==> config.mk <==
export PLATFORM = sky130hd
export DESIGN_NAME = tinker_fetch
export DESIGN_NICKNAME = d
export VERILOG_FILES = /design/src/rtl/tinker_pkg.sv /design/src/rtl/fetch_fifo.sv /design/src/rtl/tinker_fetch.sv
export SDC_FILE = /design/constraint.sdc
export NUM_CORES = 1
export LEC_CHECK = 0
export CORE_MARGIN = 4
export CORE_UTILIZATION = 53
export CTS_CLUSTER_DIAMETER = 60
export DETAILED_ROUTE_END_ITERATION = 6
export PLACE_DENSITY = 0.85
export RECOVER_POWER = 50
export SETUP_SLACK_MARGIN = 0.1
export SLEW_MARGIN = 20
export SYNTH_ARGS = -nofsm -noshare
export SYNTH_HDL_FRONTEND = slang
export SYNTH_HIERARCHICAL = 1
export SYNTH_SLANG_ARGS = --single-unit
==> constraint.sdc <==
create_clock -name clk -period 10.4 [get_ports clk]
set_clock_uncertainty 0.2 [all_clocks]
set_input_delay 1.04 -clock clk [delete_from_list [all_inputs] [get_ports clk]]
set_output_delay 1.04 -clock clk [all_outputs]
set_load 0.01 [all_outputs]
==> src/rtl/tinker_pkg.sv <==
// Shared types and constants for the Tinker instruction-fetch stage.
package tinker_pkg;

  localparam logic [63:0] RESET_PC_DEFAULT = 64'h2000;
  localparam int unsigned INSTR_BYTES      = 4;

  typedef enum logic {
    RUN,
    FAULT
  } fetch_state_t;

  typedef struct packed {
    logic [31:0] instr;
    logic [63:0] pc;
  } fetch_entry_t;

endpackage

==> src/rtl/fetch_fifo.sv <==
// Small synchronous FIFO of fetched instructions with their PCs; flush wins over push.
module fetch_fifo
  import tinker_pkg::*;
#(
  parameter  int unsigned DEPTH = 2,
  localparam int unsigned AW    = (DEPTH > 1) ? $clog2(DEPTH) : 1,
  localparam int unsigned CW    = $clog2(DEPTH) + 1
) (
  input  logic          clk,
  input  logic          rst_n,
  input  logic          push,
  input  fetch_entry_t  push_data,
  input  logic          pop,
  input  logic          flush,
  output logic [CW-1:0] count,
  output fetch_entry_t  head
);

  fetch_entry_t  mem [DEPTH];
  logic [AW-1:0] rd_ptr;
  logic [AW-1:0] wr_ptr;
  logic          do_pop;

  assign do_pop = pop && (count != '0);
  assign head   = mem[rd_ptr];

  always_ff @(posedge clk) begin
    if (!rst_n || flush) begin
      rd_ptr <= '0;
      wr_ptr <= '0;
      count  <= '0;
    end else begin
      if (push) begin
        wr_ptr <= wr_ptr + 1'b1;
      end
      if (do_pop) begin
        rd_ptr <= rd_ptr + 1'b1;
      end
      count <= count + CW'(push) - CW'(do_pop);
    end
  end

  // Storage carries no reset; only the pointers define what is valid.
  always_ff @(posedge clk) begin
    if (rst_n && !flush && push) begin
      mem[wr_ptr] <= push_data;
    end
  end

  a_no_push_when_full: assert property (@(posedge clk) disable iff (!rst_n)
    !(push && !flush && (count == CW'(DEPTH))));

endmodule

==> src/rtl/tinker_fetch.sv <==
// Tinker fetch stage: PC sequencing, credit-limited imem requests, response buffering and redirects.
module tinker_fetch
  import tinker_pkg::*;
#(
  parameter logic [63:0] RESET_PC = RESET_PC_DEFAULT,
  parameter int unsigned MEM_SIZE = 524288,
  parameter int unsigned DEPTH    = 2
) (
  input  logic        clk,
  input  logic        rst_n,
  output logic        imem_req_valid,
  input  logic        imem_req_ready,
  output logic [63:0] imem_req_addr,
  input  logic        imem_rsp_valid,
  input  logic [31:0] imem_rsp_data,
  input  logic        redirect_valid,
  input  logic [63:0] redirect_pc,
  output logic        dec_valid,
  input  logic        dec_ready,
  output logic [31:0] dec_instr,
  output logic [63:0] dec_pc,
  output logic        fault
);

  localparam int unsigned CW = $clog2(DEPTH) + 1;
  localparam int unsigned SW = CW + 1;

  fetch_state_t  state;
  logic [63:0]   pc;
  logic [63:0]   rsp_pc;
  logic [CW-1:0] outstanding;
  logic [CW-1:0] drop_cnt;
  logic [CW-1:0] fifo_count;

  logic          pc_ok;
  logic          credit;
  logic          req_fire;
  logic          redirect_take;
  logic          rsp_keep;
  logic          pop;
  fetch_entry_t  push_entry;
  fetch_entry_t  head;

  // Limit check done in 65 bits so a PC near 2^64 cannot wrap into range.
  assign pc_ok = (pc[1:0] == 2'b00) &&
                 (({1'b0, pc} + 65'(INSTR_BYTES)) <= 65'(MEM_SIZE));

  assign credit = (SW'(fifo_count) + SW'(outstanding)) < SW'(DEPTH);

  assign imem_req_valid = rst_n && (state == RUN) && !redirect_valid && credit && pc_ok;
  assign imem_req_addr  = pc;
  assign req_fire       = imem_req_valid && imem_req_ready;

  assign redirect_take = redirect_valid && (state == RUN);
  assign rsp_keep      = imem_rsp_valid && (drop_cnt == '0) && !redirect_take;

  assign dec_valid = rst_n && (fifo_count != '0);
  assign dec_instr = head.instr;
  assign dec_pc    = head.pc;
  assign pop       = dec_valid && dec_ready;
  assign fault     = (state == FAULT);

  assign push_entry = '{instr: imem_rsp_data, pc: rsp_pc};

  always_ff @(posedge clk) begin
    if (!rst_n) begin
      state       <= RUN;
      pc          <= RESET_PC;
      rsp_pc      <= RESET_PC;
      outstanding <= '0;
      drop_cnt    <= '0;
    end else begin
      outstanding <= outstanding + CW'(req_fire) - CW'(imem_rsp_valid);
      if (redirect_take) begin
        // Everything still in flight, minus a response landing now, is stale.
        pc       <= redirect_pc;
        rsp_pc   <= redirect_pc;
        drop_cnt <= outstanding - CW'(imem_rsp_valid);
      end else begin
        if (req_fire) begin
          pc <= pc + 64'(INSTR_BYTES);
        end
        if (rsp_keep) begin
          rsp_pc <= rsp_pc + 64'(INSTR_BYTES);
        end
        if (imem_rsp_valid && (drop_cnt != '0)) begin
          drop_cnt <= drop_cnt - 1'b1;
        end
        if ((state == RUN) && !redirect_valid && !pc_ok) begin
          state <= FAULT;
        end
      end
    end
  end

  fetch_fifo #(
    .DEPTH (DEPTH)
  ) u_fifo (
    .clk       (clk),
    .rst_n     (rst_n),
    .push      (rsp_keep),
    .push_data (push_entry),
    .pop       (pop),
    .flush     (redirect_take),
    .count     (fifo_count),
    .head      (head)
  );

  a_rsp_has_owner: assert property (@(posedge clk) disable iff (!rst_n)
    !(imem_rsp_valid && (outstanding == '0)));

endmodule
# Yosys cells after proc, flatten, opt, wreduce, memory -nomap -nowiden
# Memories as Yosys holds them, arrays and structs flattened. A register that Yosys moved wholly into a read port is not among the register bits.
# Cells that the tools add are included.
dict set report totals {
  ff_bits 137
  output_inout_bits 163
  wordCells 65
  mem_bits_rw 192
  inputBits 102
  n_memories 1
}
dict set report classes {
  n_addsub 12
  n_mux 10
  n_lt_le_gt_ge 2
  bitwise 2
  n_reduce_logical 30
}
# name depth word_bits read_ports rd_ports_with_merged_regs write_ports line
set mem_list {}
lappend mem_list {u_fifo.mem 2 96 1 1 1 fetch_fifo.sv:19} ;# fetch_entry_t mem [DEPTH];
# cell n
set ops {}
lappend ops {{$mux W64} 4}
lappend ops {{$add A64 B3 Y64 const B} 2}
lappend ops {{$add A64 B3 Y65 const B} 1}
lappend ops {{$le A65 B20 Y1 const B} 1}
lappend ops {{$logic_and A1 B1 Y1} 17}
lappend ops {{$reduce_bool A2 Y1} 5}
lappend ops {{$sub A2 B1 Y2} 3}
lappend ops {{$add A2 B1 Y2} 2}
lappend ops {{$logic_not A1 Y1} 4}
lappend ops {{$logic_not A2 Y1} 2}
lappend ops {{$mux W1} 4}
lappend ops {{$mux W2} 2}
lappend ops {{$add A2 B2 Y3} 1}
lappend ops {{$lt A3 B2 Y1 const B} 1}
lappend ops {{$add A1 B1 Y1 const B} 2}
lappend ops {{$not A1 Y1} 2}
lappend ops {{$reduce_and A2 Y1} 1}
lappend ops {{$sub A2 B1 Y2 const B} 1}
lappend ops {{$logic_or A1 B1 Y1} 1}

# Depth between registers and ports, before layout
dict set report logic_depth {
  depth_word 8
  ltp_mapped 16
  depth_no_buf 14
}

# By module
# The synthesis kept the hierarchy.
# module area_each_um2 seq_area_each_um2 n_inst cells_each
set modules_own_cells {}
lappend modules_own_cells {tinker_fetch 7910.1 2622.5 1 1028}
lappend modules_own_cells {fetch_fifo 7375.8 5865.6 1 322}

# Worst setup path after synthesis
# OpenSTA, ideal clock, no wires.
dict set report synth_path {
  path_kind {input port to flip-flop}
  start {input port redirect_valid}
  end {memory u_fifo/mem[0][0] (netlist name), enable pin}
  cell_stages 5
  required_time_ns 9.512
  path_slack_ns 0.799
  arrival_ns 8.713
  n_path_buf 1
  setup_time_ns 0.688
  cell_sequence {nand2b_1 inv_2 clkbuf_1 nor2_1 nor3b_1}
}
dict set report synth_via {
  elab_chain_len 6
  elab_cells_between_ends 7
  cone_classes {mux (2); reduce/logical (5)}
}
# item line
set synth_rtl {}
lappend synth_rtl {{start, declared} tinker_fetch.sv:16} ;# input logic redirect_valid,
lappend synth_rtl {{$logic_and A1 B1 Y1} tinker_fetch.sv:54} ;# assign redirect_take = redirect_valid && (state == RUN);
lappend synth_rtl {{via redirect_take} tinker_fetch.sv:38} ;# logic redirect_take;
lappend synth_rtl {{$logic_not A1 Y1} tinker_fetch.sv:55} ;# assign rsp_keep = imem_rsp_valid && (drop_cnt == '0) && !redirect_take;
lappend synth_rtl {{$logic_and A1 B1 Y1} tinker_fetch.sv:55}
lappend synth_rtl {{via rsp_keep} tinker_fetch.sv:39} ;# logic rsp_keep;
lappend synth_rtl {{$logic_and A1 B1 Y1} fetch_fifo.sv:45} ;# if (rst_n && !flush && push) begin
lappend synth_rtl {{$mux W1} fetch_fifo.sv:45}
lappend synth_rtl {{$mux W1 (not written as such)} fetch_fifo.sv:46} ;# mem[wr_ptr] <= push_data;
lappend synth_rtl {{end, declared} fetch_fifo.sv:19}
# The timed path passes the listed nets, and every way through them passes these cells.

# Worst setup path in the final report
dict set report layout_path {
  start {input port redirect_valid}
  end {register rsp_pc[20]}
}
dict set report layout_via {
  elab_chain_len 4
  elab_cells_between_ends 5
  cone_classes {mux (1); reduce/logical (4)}
}
# item line
set layout_rtl {}
lappend layout_rtl {{$logic_and A1 B1 Y1 *} tinker_fetch.sv:54}
lappend layout_rtl {{$logic_not A1 Y1} tinker_fetch.sv:55}
lappend layout_rtl {{$logic_and A1 B1 Y1} tinker_fetch.sv:55}
lappend layout_rtl {{$reduce_bool A2 Y1 (no line)} --}
lappend layout_rtl {{end signal, assigned} tinker_fetch.sv:77} ;# rsp_pc <= redirect_pc;
lappend layout_rtl {{end signal, assigned} tinker_fetch.sv:84} ;# rsp_pc <= rsp_pc + 64'(INSTR_BYTES);
lappend layout_rtl {{end, declared} tinker_fetch.sv:30} ;# logic [63:0] rsp_pc;
# Every way passes the cells marked *; elsewhere a longest branch is shown, timed or not.
# A chain may end at the register's enable or synchronous reset.

==> metrics.yaml <==
overflow: 0
yosysWarnings: 6
ant_nets: 0
p_comb_frac: 0.094
power_density_mw_per_mm2: 159
holdBufCountCts: 0
r2r_start: "fault"
cts_setup_buffers: 0
synth_edf_count: 192
status: "complete, but fails checks"
ys_ff_latch: 328
hold_depth: 0
clkTransAtPathRegs_ns: 0.06
syn_nets: 1462
pwr-share-seq: 0.490
numPortBuffers: 264
rsz0062_at_grt: "false"
root_buffer: "clkbuf_16"
wl_per_cell_um: 20.7
die_height_um: 178
worstMarginPinSlew_ns: 3.26
finalMaxSlewViolations: 187
tritoncts: "yes"
cts_resized: 0
period_minus_slack_ns: 6.78
p_int_uw: 2320
setup_viol: 0
drive_gt1_frac: 0.103
slew_headroom: -1.18
antenna_found_initial: 1
rr_worst_depth: 6
ys_types: 72
cp.arrival_ns: 7.03
setup_tns_ns: 0
finalCritPeriodShare: 0.651
io_pins: 265
crit_end: "rsp_pc[20]"
synth_flop_cell: "edfxtp_1"
drv_cap: 3
hold_violations: 0
via_per_inst: 5.77
rrSetupSlack_ns: 4.32
netlist_area_mm2: 0.0153
avgSynthCellArea_um2: 11.3
die-area_mm2: 0.0316
nets: 1689
hp-class: "flop to flop"
first_pass_iters: 6
area_growth_pct: 25.4
r2r_end: "rsp_pc[20]"
syn_inst: 1350
clk_latency_ns: 0.52
p_clk_frac: 0.415
final_common_cell: "edfxtp_1"
cts_max_level: 2
max_freq_mhz: 148
drt_iter0_drc: 784
grt_usage: 0.254
startpoint: "redirect_valid"
ys_seq_area_frac: 0.555
cp-start-kind: "primary input"
dp_hpwl_um: 29200
start_util: 0.544
vias: 11500
layout_common_cells: "edfxtp_1 (192), clkdlybuf4s50_1 (165), nand2_1 (157)"
ir_drop_uv: 94.3
core.rowCount: 61
cts-buffers-inserted: 37
grt_pass1_wl_um: 63600
end_kind: "flop"
cp_max_fo: 73
synthArstFlopShare: 0
drcViolationCount: 0
grt_max_degree: 107
coreArea_mm2: 0.0281
globalplace.congestion: 0.948
crit_type: "primary input to flop"
worstPathRequired_ns: 10.65
die_width_um: 178
p_leak_uw: 0.00682
grt_pass1_vias: 11500
holdWs_ns: 0.285
violations: "capacitance limit, slew limit"
p_switching_uw: 719
switching_share: 0.236
hold_start: "rsp_pc[25]"
routed_wirelength_um: 41000
cts.sinks: 328
clk_path_buf_depth: 3
## per-layer routing
layer / wire length, um / track usage / vias to the layer above / part of all wire
met4: 1540 / 0.0918 / 0 / 0.037
met1: 17300 / 0.335 / 5522 / 0.42
met5: 0 / 0 / - / 0
li1: - / - / 5429 / -
met2: 19700 / 0.422 / 416 / 0.48
met3: 2440 / 0.0452 / 91 / 0.059
## kinds of logic after synthesis
group	Yosys count	synth area share
and+or+nand+nor	474	0.161
DFF	328	0.555
AOI/OAI and AO/OA	229	0.0975
buffers and inverters	110	0.0366
muxes	105	0.0864
xor gates and xnor gates	94	0.0548
adders and majority gates	10	0.00868
## registers in the layout, indices dropped and copies added (netlist names), named ones only
register,cells
u_fifo/mem,192
imem_req_addr,64
rsp_pc,62
drop_cnt,2
outstanding,2
u_fifo/count,2
fault,1
u_fifo/rd_ptr,1
u_fifo/wr_ptr,1
## worst max-delay path, cell delays in order
cell,delay (ns)
dlygate4sd3_1,0.59
nand2b_1,1.13
inv_1,1.08
clkbuf_1,2.35
nand2_1,0.44
o21ai_0,0.19
and2_0,0.16
## area by class of cell
type,count,area [um^2]
diodes,1,2.50
clock inverters,14,130
clock buffers,54,1070
well taps,378,473
fillers,2083,8910
multi-input cells,912,6220
repair buffers,272,2690
inverters,26,97.6
flip-flops and latches,328,8490
## power by group through the flow
| stage | Sequential (uW) | Combinational (uW) | Clock (uW) |
|---|---|---|---|
| floorplan | 1510 | 154 | 0 |
| global placement | 1510 | 288 | 0 |
| detailed placement | 1520 | 291 | 0 |
| CTS | 1490 | 295 | 1280 |
| global route | 1500 | 312 | 1340 |
| finish | 1490 | 287 | 1260 |
## cell usage after synthesis, types with 13 or more instances
library cell / instances / area share
xnor2_1: 43 / 0.025
nor3_1: 44 / 0.014
nor4_1: 13 / 0.0053
a21oi_1: 55 / 0.018
buf_2: 17 / 0.0056
xor2_1: 50 / 0.029
mux2_2: 56 / 0.041
dfxtp_1: 136 / 0.18
and2_1: 24 / 0.0098
clkbuf_1: 49 / 0.012
nand4_1: 56 / 0.023
inv_1: 25 / 0.0061
a21boi_0: 50 / 0.025
mux2_4: 40 / 0.039
nand3_1: 43 / 0.014
and3_1: 28 / 0.011
nor2_1: 55 / 0.014
and4_1: 15 / 0.0086
o21ai_0: 63 / 0.021
nand2_1: 157 / 0.039
edfxtp_1: 192 / 0.38
## per-stage QoR
| stage | utilization | cells | cell area, um^2 | setup WS [ns] | total power [uW] |
|---|---|---|---|---|---|
| final | 0.683 | 1985 | 19200 | 3.62 | 3040 |
| after global routing | 0.683 | 1985 | 19200 | 3.12 | 3150 |
| after CTS | 0.684 | 1984 | 19200 | 4.45 | 3070 |
| after detailed placement | 0.641 | 1916 | 18000 | 5.02 | 1810 |
| after global placement | 0.641 | 1916 | 18000 | 5.21 | 1800 |
| after floorplan | - | 1350 | 15300 | 0.799 | 1660 |
## worst min-delay path by stage
stage	end	slack, ns
6_report	u_fifo/mem[1][25]	0.28
5_1_grt	u_fifo/mem[1][41]	0.30
4_1_cts	u_fifo/mem[1][25]	0.28
3_5_place_dp	u_fifo/mem[1][25]	0.26
3_3_place_gp	u_fifo/mem[1][41]	0.24
2_1_floorplan	u_fifo/mem[0][25]	0.23
Power figures use the tool's default switching activity.
